## config.mk

```make
export PLATFORM = sky130hd
export DESIGN_NAME = pending_bitmap_serializer_flat
export DESIGN_NICKNAME = d
export VERILOG_FILES = /design/src/rtl/pending_bitmap_serializer_if.sv /design/src/rtl/pending_bitmap_serializer.sv /design/src/flat_wrapper.sv
export SDC_FILE = /design/constraint.sdc
export NUM_CORES = 1
export LEC_CHECK = 0
export CORE_MARGIN = 1
export CORE_UTILIZATION = 40
export CTS_CLUSTER_SIZE = 16
export DETAILED_ROUTE_END_ITERATION = 8
export PLACE_DENSITY = 0.72
export SLEW_MARGIN = 20
export SYNTH_ARGS = -nofsm -noshare
export SYNTH_HDL_FRONTEND = slang
export SYNTH_SLANG_ARGS = --single-unit
```

## constraint.sdc

```tcl
create_clock -name clk -period 2.5 [get_ports clk]
set_input_delay 0.5 -clock clk [delete_from_list [all_inputs] [get_ports clk]]
set_output_delay 0.5 -clock clk [all_outputs]
set_load 0.02 [all_outputs]
```

## src/rtl/pending_bitmap_serializer_if.sv

```systemverilog
// Handshake bundle for the pending-bitmap serializer: vector input side,
// index output side, flush and busy status.
interface pending_bitmap_serializer_if #(
  parameter int unsigned WIDTH = 8
);
  localparam int unsigned IW = (WIDTH > 1) ? $clog2(WIDTH) : 1;

  logic             in_valid;
  logic [WIDTH-1:0] in_vec;
  logic             in_ready;
  logic             flush;
  logic             out_valid;
  logic [IW-1:0]    out_idx;
  logic             out_last;
  logic             out_ready;
  logic             busy;

  modport master (
    output in_valid, in_vec, flush, out_ready,
    input  in_ready, out_valid, out_idx, out_last, busy
  );

  modport slave (
    input  in_valid, in_vec, flush, out_ready,
    output in_ready, out_valid, out_idx, out_last, busy
  );
endinterface

```

## src/rtl/pending_bitmap_serializer.sv

```systemverilog
// Accepts a multi-hot request vector and emits the index of each set bit,
// lowest first, one per output transfer.
module pending_bitmap_serializer #(
  parameter int unsigned WIDTH = 8
) (
  input  logic                          clk,
  input  logic                          rst_n,
  pending_bitmap_serializer_if.slave    bus
);
  localparam int unsigned IW = (WIDTH > 1) ? $clog2(WIDTH) : 1;

  typedef enum logic {
    ST_IDLE  = 1'b0,
    ST_DRAIN = 1'b1
  } state_e;

  logic [WIDTH-1:0] pending_q;
  logic [WIDTH-1:0] pending_d;
  state_e           state_c;
  logic [IW-1:0]    idx_c;
  logic             last_c;
  logic             in_ready_c;
  logic             in_fire_c;
  logic             out_fire_c;

  // The pending register is the whole state: empty means idle.
  assign state_c = (pending_q != '0) ? ST_DRAIN : ST_IDLE;

  // Lowest set bit wins because lower indices overwrite higher ones.
  always_comb begin
    idx_c = '0;
    for (int i = int'(WIDTH) - 1; i >= 0; i--) begin
      if (pending_q[i]) idx_c = IW'(i);
    end
  end

  // Exactly one bit set: clearing the lowest bit leaves nothing behind.
  assign last_c = (state_c == ST_DRAIN) &&
                  ((pending_q & (pending_q - WIDTH'(1))) == '0);

  assign out_fire_c = (state_c == ST_DRAIN) && bus.out_ready;
  assign in_ready_c = !bus.flush &&
                      ((state_c == ST_IDLE) || (out_fire_c && last_c));
  assign in_fire_c  = bus.in_valid && in_ready_c;

  // Flush beats load, load beats drain; x & (x-1) drops the emitted bit.
  always_comb begin
    pending_d = pending_q;
    if (bus.flush) begin
      pending_d = '0;
    end else if (in_fire_c) begin
      pending_d = bus.in_vec;
    end else if (out_fire_c) begin
      pending_d = pending_q & (pending_q - WIDTH'(1));
    end
  end

  always_ff @(posedge clk or negedge rst_n) begin
    if (!rst_n) begin
      pending_q <= '0;
    end else begin
      pending_q <= pending_d;
    end
  end

  assign bus.out_valid = (state_c == ST_DRAIN);
  assign bus.busy      = (state_c == ST_DRAIN);
  assign bus.out_idx   = idx_c;
  assign bus.out_last  = last_c;
  assign bus.in_ready  = in_ready_c;

endmodule
```

## src/flat_wrapper.sv

```systemverilog
// flat-port wrapper written by rule: the top's interface ports become plain ports
module pending_bitmap_serializer_flat 
#(
  parameter int unsigned WIDTH = 8
)
  (clk, rst_n, bus_in_valid, bus_in_vec, bus_flush, bus_out_ready, bus_in_ready, bus_out_valid, bus_out_idx, bus_out_last, bus_busy);
  pending_bitmap_serializer_if #(.WIDTH(WIDTH)) bus_i ();
  input  logic clk;
  input  logic rst_n;
  input wire logic [$bits(bus_i.in_valid)-1:0] bus_in_valid;
  input wire logic [$bits(bus_i.in_vec)-1:0] bus_in_vec;
  input wire logic [$bits(bus_i.flush)-1:0] bus_flush;
  input wire logic [$bits(bus_i.out_ready)-1:0] bus_out_ready;
  output wire logic [$bits(bus_i.in_ready)-1:0] bus_in_ready;
  output wire logic [$bits(bus_i.out_valid)-1:0] bus_out_valid;
  output wire logic [$bits(bus_i.out_idx)-1:0] bus_out_idx;
  output wire logic [$bits(bus_i.out_last)-1:0] bus_out_last;
  output wire logic [$bits(bus_i.busy)-1:0] bus_busy;
  assign bus_i.in_valid = bus_in_valid;
  assign bus_i.in_vec = bus_in_vec;
  assign bus_i.flush = bus_flush;
  assign bus_i.out_ready = bus_out_ready;
  assign bus_in_ready = bus_i.in_ready;
  assign bus_out_valid = bus_i.out_valid;
  assign bus_out_idx = bus_i.out_idx;
  assign bus_out_last = bus_i.out_last;
  assign bus_busy = bus_i.busy;
  pending_bitmap_serializer #(.WIDTH(WIDTH)) u_core (.clk(clk), .rst_n(rst_n), .bus(bus_i));
endmodule
```

# Yosys cells after proc, flatten, opt, wreduce, memory -nomap -nowiden
# Cells that the tools add are included.
dict set report word_totals {
  regBits 8
  input_bits 13
  output_inout_bits 7
  elab_cells 26
}
dict set report op_classes {
  n_addsub 1
  mux 12
  bitwise_logic 2
  n_reduce_logical 10
}
# operator n
set ops {}
lappend ops {{3-bit two-way mux} 8}
lappend ops {{8-bit two-way mux} 3}
lappend ops {{8-bit bitwise AND} 1}
lappend ops {{8-bit logical NOT} 1}
lappend ops {{8-bit nonzero test} 1}
lappend ops {{8-bit by 1-bit subtractor with 8-bit output, second input constant} 1}
lappend ops {{1-bit logical AND} 5}
lappend ops {{3-bit nonzero test} 1}
lappend ops {{1-bit logical NOT} 1}
lappend ops {{1-bit logical OR} 1}
lappend ops {{1-bit two-way mux} 1}
lappend ops {{1-bit NOT} 1}

# Longest topological paths before layout
# Gate-level depths: netlist of the first run.
dict set report depth {
  word_depth 10
  depth_mapped 7
  mapped_depth_nobuf 5
}

# Worst setup path after synthesis of the first run
# Ideal clock, no wire load.
dict set report synth_timing {
  kind {reg-to-output}
  from {register u_core.pending_q[1]}
  to {output port bus_in_ready}
  t_arrival_ns 1.976
  required_time_ns 2.000
  setup_slack_ns 0.024
  stages_incl_launch_ff 7
  cell_sequence {dfrtp_1 > buf_6 > or4_1 > buf_6 > nor4b_1 > a211oi_1 > o21ai_0}
}
dict set report synth_via {
  elab_chain_len 7
  elab_cells_between_ends 11
  cone_classes {1 x add/sub; 1 x mux; 2 x bitwise; 7 x reduce/logical}
}
# element line_no
set synth_lines {}
lappend synth_lines {{from (decl)} pending_bitmap_serializer.sv:17} ;# logic [WIDTH-1:0] pending_q;
lappend synth_lines {{from (signal assigned)} pending_bitmap_serializer.sv:62} ;# pending_q <= pending_d;
lappend synth_lines {{8-bit by 1-bit subtractor with 8-bit output} pending_bitmap_serializer.sv:39} ;# ((pending_q & (pending_q - WIDTH'(1))) == '0);
lappend synth_lines {{8-bit bitwise AND} pending_bitmap_serializer.sv:39}
lappend synth_lines {{8-bit logical NOT} pending_bitmap_serializer.sv:39}
lappend synth_lines {{1-bit logical AND} pending_bitmap_serializer.sv:38} ;# assign last_c = (state_c == ST_DRAIN) &&
lappend synth_lines {{1-bit logical AND} pending_bitmap_serializer.sv:43} ;# ((state_c == ST_IDLE) || (out_fire_c && last_c));
lappend synth_lines {{1-bit logical OR *} pending_bitmap_serializer.sv:43}
lappend synth_lines {{1-bit logical AND *} pending_bitmap_serializer.sv:42} ;# assign in_ready_c = !bus.flush &&
lappend synth_lines {{to (decl)} flat_wrapper.sv:14} ;# output wire logic [$bits(bus_i.in_ready)-1:0] bus_in_ready;
# Mark *: on every way between the ends. The rest lies on a longest branch, timed or not.

# Final worst setup path of the first run
dict set report layout_timing {
  from {register u_core.pending_q[0]}
  to {output port bus_in_ready}
}
# Same word-level chain as after synthesis.

==> qor.yml, run 1 <==
status:
  run_status: "finished with violations"
  violations: "negative setup slack"
synthesis:
  yosys.area.top_type_share_pct: 32.2
  synthXorXnorAreaFrac_pct: 1.41
  post_synth.cell_area_avg_um2: 8.76
  synth_warn: 0
  async_reset_ff_share_pct: 100
  synth_area_leader_cell: "dfrtp_1"
  synth.distinct_cells: 31
  synth.most_common_cell: "dfrtp_1"
  synth_cells: 71
  synth-seq-area-share_pct: 32.2
  synth_ff_type: "dfrtp_1"
  synth_mux_area_share_pct: 1.61
  synth.area.top_cells: "dfrtp_1 (32%), a32o_1 (11%), nor2_1 (4.2%)"
  synth.net_count: 84
  synth_enable_flop_cells: 0
  post_synth_instance_area_um2: 622
  post_synth_most_frequent_cells: "dfrtp_1 (8), a32o_1 (7), nor2_1 (7), nand3_1 (4), nor3_1 (4)"
  ys_ff_latch: 8
  synthSimpleGateAreaFrac_pct: 32.8
  synth_compound_gate_area_share_pct: 21.9
  dominant_combinational_cell_family_by_area_after_synthesis: "simple AND/OR/NAND/NOR gates"
  synthesized_area_fraction_occupied_by_adder_cells_pct: 1.61
job:
  drv.max_cap_violation_count: 0
place:
  postPlaceCellArea_um2: 936
  place_congestion: 0.871
  detailedPlace.worstSlack_ns: -0.474
  numPortBuffers: 19
  post-dp-hpwl_mm: 1.38
global_route:
  gr-usage-all-layers_pct: 22.6
  number_of_antenna_violations_at_the_first_check_in_global_routing: 0
  largest_net_degree_at_the_start_of_global_routing: 9
  grt_overflow: 0
  global_route_wire_length_before_repair_mm: 2.99
  first_global_vias: 674
worst_hold_path:
  holdCritPathClass: "input port to asynchronous set/reset pin"
timing:
  hold_viol: 0
  portion_of_the_clock_cycle_consumed_by_the_worst_path_in_the_final_layout_pct: 101
  rsz0062_at_grt: "true"
  maxClockFrequency_ghz: 0.395
  timing.final.max_slew_violations: 0
  fin_tns_setup_ns: -0.0816
  slew-limit-headroom_pct: 77.5
  post-route-min-period_ns: 2.53
  least_margin_pin_slew_ns: 0.336
  final.setup_skew_ns: 0.00305
  finalSetupViolations: 3
  final_critical_path_setup_slack_ns: -0.0308
drt:
  1st_iter_drt_viols: 20
  route.detailed.vias_per_inst: 5.66
  first_pass_iters: 4
  postRouteWirelength_mm: 1.77
  routed_wire_length_per_instance_um: 14.5
  ant_nets: 0
  route.detailed.drc: 0
  vias: 690
layout:
  antenna-diode-count: 0
  layout.filler_cells: 102
  top_register: "u_core.pending_q"
  final_layout_size_suffix_gt1_share_pct: 36.4
  layout.core_utilization_pct: 76.9
  reg_top3: "u_core.pending_q (8)"
  ff_latch_area_um2: 203
  area_added_between_synthesis_and_finish_pct: 69.0
  finalNetCount: 122
  largest_register_ff_count: 8
  design_area_um2: 1050
  multi_input_area_um2: 442
clocking:
  numClockSinks: 8
  maximum_number_of_buffers_from_clock_root_to_sink: 2
  insertion_delay_ns: 0.24
  clock_tree.htree_level_count: 1
  cts-buffers-inserted: 3
  cts.clk_slew.worst_paths_ns: 0.05
  post_cts_setup_driven_buffer_insertion_count: 0
  cts_tree: "yes"
  clockRootBuffer: "clkbuf_4"
setup_path:
  crit_fanout: 5
  arrival_ns: 2.03
  required_ns: 2.00
  timing.critical_path.from_type: "register"
  timing.critical_path.to_type: "output port"
  startpoint_to_endpoint_class_of_the_critical_path: "register to output port"
floorplan:
  design.die.area_um2: 1720
  initial_utilization_pct: 45.5
  num_rows: 13
  fp.dieW_um: 41.4
  fp.dieH_um: 41.4
  core_area_um2: 1370
  design.portCount: 20
-- critical path: stages (launching register included) --
cell,delay [ns]
dfrtp_1,0.37
or4_4,0.61
nor4b_4,0.33
a211oi_2,0.07
buf_4,0.15
o21ai_2,0.14
buf_6,0.13
-- path summary, 6_finish.rpt --
kind / startpoint / to / slack (ns) / cells after the start
hold / removal: rst_n / u_core.pending_q[7] / 0.52 / 1
hold reg to reg: u_core.pending_q[0] / u_core.pending_q[0] / 0.67 / 2
min in group clk: u_core.pending_q[0] / u_core.pending_q[0] / 0.67 / 2
max in group asynchronous: rst_n / u_core.pending_q[4] / 1.71 / 1
setup reg to reg: u_core.pending_q[0] / u_core.pending_q[3] / -0.02 / 8
setup / recovery: u_core.pending_q[0] / bus_in_ready / -0.03 / 6
-- placed cells by master, fill, tap and decap left out, types with 2 or more instances in the layout --
cell             netlist  layout
inv_1                  3       2
clkbuf_4               0       3
nor4b_4                1       3
buf_6                  2       6
nand2_1                3       3
nor2_1                 7       6
buf_4                  1      17
nand2b_1               3       3
a32o_1                 7       7
dfrtp_2                0       2
clkdlybuf4s50_1        0      13
dfrtp_1                8       6
o21ai_1                1       2
nor3_1                 4       4
dlymetal6s2s_1         0       2
nand3_1                4       4
or3_1                  2       2
a21oi_1                3       3
-- timing repair --
| action | CTS | global route |
|---|---|---|
| endpoints found under the setup margin | 9 | 11 |
| gates cloned | 0 | 0 |
| resized for setup | 31 | 16 |
| hold buffers | 0 | 0 |
| pin swaps | 4 | 3 |
| endpoints found under the hold margin | 0 | 0 |
-- metal layers --
layer  part of all wire, %  track usage (%)  wire (um)  vias to the layer above
li1                      -                -          -                      346
met1                    46             32.6        821                      321
met2                    48             33.1        854                       19
met3                   4.1             2.61         72                        4
met4                   1.3             11.6         23                        0
met5                     0                0          0                        -
-- cell type report --
cell class | instances | share of cell area (%)
timing repair buffer | 38 | 33.3
inverter | 4 | 1.43
tap | 15 | 1.79
clock buffer | 3 | 2.14
sequential | 8 | 19.3
multi-input combinational | 54 | 42.0
-- cells by family (layout without fill, tap and decap cells) --
group | after synthesis | in the layout
xor gates and xnor gates | 1 | 1
DFF | 8 | 8
adders and majority gates | 1 | 1
and+or+nand+nor | 33 | 33
buffers and inverters | 9 | 45
muxes | 1 | 1
AOI/OAI and AO/OA | 18 | 18
-- per-stage QoR --
step           cells  hold WS (ns)
2_1_floorplan     71         0.204
3_3_place_gp     119         0.639
3_5_place_dp     119         0.646
4_1_cts          122         0.521
5_1_grt          122         0.560
6_report         122         0.524
Power of run 1 is left out: the tool's default activity adds up to more than one toggle a clock period on the data nets, which glitch-free logic cannot reach.
==> run 2: changes to the inputs <==
--- a/config.mk
+++ b/config.mk
@@ -5,6 +5,7 @@
 export SDC_FILE = /design/constraint.sdc
 export NUM_CORES = 1
 export LEC_CHECK = 0
+export CAP_MARGIN = 25
 export CORE_MARGIN = 1
 export CORE_UTILIZATION = 40
 export CTS_CLUSTER_SIZE = 16
==> results of run 2 <==
The final DEF is identical to that of run 1; final timing and power are the same.
Power of run 2 is left out for the same reason.
==> run 3: changes to the inputs <==
--- a/config.mk
+++ b/config.mk
@@ -8,9 +8,11 @@
 export CAP_MARGIN = 25
 export CORE_MARGIN = 1
 export CORE_UTILIZATION = 40
+export CTS_BUF_LIST = sky130_fd_sc_hd__clkbuf_4 sky130_fd_sc_hd__clkbuf_8 sky130_fd_sc_hd__clkbuf_16
 export CTS_CLUSTER_SIZE = 16
 export DETAILED_ROUTE_END_ITERATION = 8
 export PLACE_DENSITY = 0.72
+export SKIP_LAST_GASP = 1
 export SLEW_MARGIN = 20
 export SYNTH_ARGS = -nofsm -noshare
 export SYNTH_HDL_FRONTEND = slang
==> run 3 against run 2 <==
The run still ends with negative setup slack left. Highest routed layer unchanged. Die area unchanged. Global-route usage unchanged. Critical endpoint unchanged. Core utilization decreased by 0.27 points. Final cell count unchanged. Routed wire length about the same.
==> qor.yml, run 3 (synthesis results as in run 1) <==
layout:
  area_added_between_synthesis_and_finish_pct: 68.4  # was 69.0%
  largest_register_ff_count: 8  # unchanged
  reg_top3: "u_core.pending_q (8)"  # unchanged
  final_layout_size_suffix_gt1_share_pct: 36.4  # unchanged
  top_register: "u_core.pending_q"  # unchanged
  antenna-diode-count: 0  # unchanged
  leading_cell_types_in_the_layout_fill_and_taps_excluded: "buf_4 (18), clkdlybuf4s50_1 (13), a32o_1 (7), nor2_1 (6), dfrtp_1 (6)"  # was buf_4 (17), clkdlybuf4s50_1 (13), a32o_1 (7)
  layout_commonest_cell: "buf_4"  # unchanged
  finalNetCount: 122  # unchanged
global_route:
  first_global_vias: 674  # unchanged
  number_of_antenna_violations_at_the_first_check_in_global_routing: 0  # unchanged
  gr-usage-all-layers_pct: 22.6  # unchanged
  global_route_wire_length_before_repair_mm: 2.99  # unchanged
  largest_net_degree_at_the_start_of_global_routing: 9  # unchanged
  grt_overflow: 0  # unchanged
status:
  violations: "negative setup slack"  # unchanged
  run_status: "finished with violations"  # unchanged
drt:
  1st_iter_drt_viols: 20  # unchanged
  ant_nets: 0  # unchanged
  route.detailed.vias_per_inst: 5.63  # was 5.66
  routed_wire_length_per_instance_um: 14.5  # about the same
  route.detailed.drc: 0  # unchanged
  postRouteWirelength_mm: 1.77  # about the same
  vias: 687  # was 690
  first_pass_iters: 4  # unchanged
timing:
  final.setup_skew_ns: 0.00305  # unchanged
  slew-limit-headroom_pct: 77.5  # unchanged
  timing.final.max_slew_violations: 0  # unchanged
  final_critical_path_setup_slack_ns: -0.0290  # was -0.0308 ns
  hold_viol: 0  # unchanged
  rsz0062_at_grt: "true"  # unchanged
  fin_tns_setup_ns: -0.0846  # was -0.0816 ns
  maxClockFrequency_ghz: 0.395  # about the same
  hold-worst-slack_ns: 0.524  # unchanged
  post-route-min-period_ns: 2.53  # about the same
  least_margin_pin_slew_ns: 0.336  # unchanged
  finalSetupViolations: 3  # unchanged
  portion_of_the_clock_cycle_consumed_by_the_worst_path_in_the_final_layout_pct: 101  # about the same
clocking:
  cts_tree: "yes"  # unchanged
  numClockSinks: 8  # unchanged
  post_cts_hold_buffer_count: 0  # unchanged
  cts-buffers-inserted: 3  # unchanged
  clock_tree.htree_level_count: 1  # unchanged
  maximum_number_of_buffers_from_clock_root_to_sink: 2  # unchanged
  clockRootBuffer: "clkbuf_4"  # unchanged
  insertion_delay_ns: 0.24  # about the same
  cts.clk_slew.worst_paths_ns: 0.05  # about the same
setup_path:
  critPathMaxStageDelay_ns: 0.61  # about the same
  timing.critical_path.to_type: "output port"  # unchanged
  worst_path_max_delay_cell: "or4_4"  # unchanged
  arrival_ns: 2.03  # about the same
  cp_cell_sequence: "or4_4 -> nor4b_4 -> a211oi_2 -> buf_4 -> o21ai_2 -> buf_4"  # was or4_4 -> nor4b_4 -> a211oi_2 -> buf_4 -> o21ai_2 -> buf_6
  path_common_cell: "buf_4"
  required_ns: 2.00  # about the same
  startpoint_to_endpoint_class_of_the_critical_path: "register to output port"  # unchanged
  crit_fanout: 5  # unchanged
  timing.critical_path.from_type: "register"  # unchanged
  timing.reg2reg.setup_slack_ns: -0.03  # was -0.02 ns
place:
  place_congestion: 0.871  # unchanged
  post-dp-hpwl_mm: 1.38  # unchanged
  numPortBuffers: 19  # unchanged
floorplan:
  num_rows: 13  # unchanged
  fp.dieH_um: 41.4  # unchanged
  fp.dieW_um: 41.4  # unchanged
  core_area_um2: 1370  # unchanged
  design.portCount: 20  # unchanged
  design.die.area_um2: 1720  # unchanged
  initial_utilization_pct: 45.5  # unchanged
worst_hold_path:
  holdCritPathClass: "input port to asynchronous set/reset pin"  # unchanged
job:
  drv.max_cap_violation_count: 0  # unchanged
[run 3: cell counts in the layout (fill, tap and decap cells not counted)]
Identical to the previous run, type by type.
[run 3: layer usage]
layer	vias up	share of wire (%)	wire [um]	track usage (%)
li1	346	-	-	-
met1	321	47	829	32.6
met2	16	48	856	33.1
met3	4	3.6	64	2.61
met4	0	1.3	23	11.6
met5	-	0	0	0
[run 3: layout make-up]
type / count / area (um2)
repair buffers: 38 / 347
inverters: 4 / 15.0
multi-input cells: 54 / 442
well taps: 15 / 18.8
clock buffers: 3 / 22.5
fillers: 102 / 319
flip-flops and latches: 8 / 203
[run 3: what timing repair did]
item,4_1_cts,5_1_grt
setup buffers,0,0
hold endpoints to repair,0,0
cloned,0,0
gates resized for setup,31,15
setup endpoints to repair,9,11
pin swaps,4,3
[run 3: per-stage QoR]
step	setup slack (ns)	util, %	instance area [um2]	instances
floorplan	0.0238	-	622	71
global placement	-0.428	68.5	936	119
detailed placement	-0.474	68.5	936	119
CTS	-0.0651	72.8	995	122
global route	-0.111	76.6	1050	122
finish	-0.0290	76.6	1050	122
[run 3: worst max-delay path, delay by kind of cell, from the launching register on]
kind | cells | cell delay (ns)
AOI/OAI and AO/OA | 2 | 0.19
and+or+nand+nor | 2 | 0.93
buffers and inverters | 2 | 0.30
DFF | 1 | 0.37
[run 3: worst paths after layout]
path                                      from                   to  depth (start not counted)
setup / recovery           u_core.pending_q[0]         bus_in_ready                          6
hold / removal                           rst_n  u_core.pending_q[7]                          1
setup reg to reg           u_core.pending_q[0]  u_core.pending_q[3]                          8
hold reg to reg            u_core.pending_q[0]  u_core.pending_q[0]                          2
max in group asynchronous                rst_n  u_core.pending_q[4]                          1
min in group clk           u_core.pending_q[0]  u_core.pending_q[0]                          2
Power of run 3 is left out for the same reason.
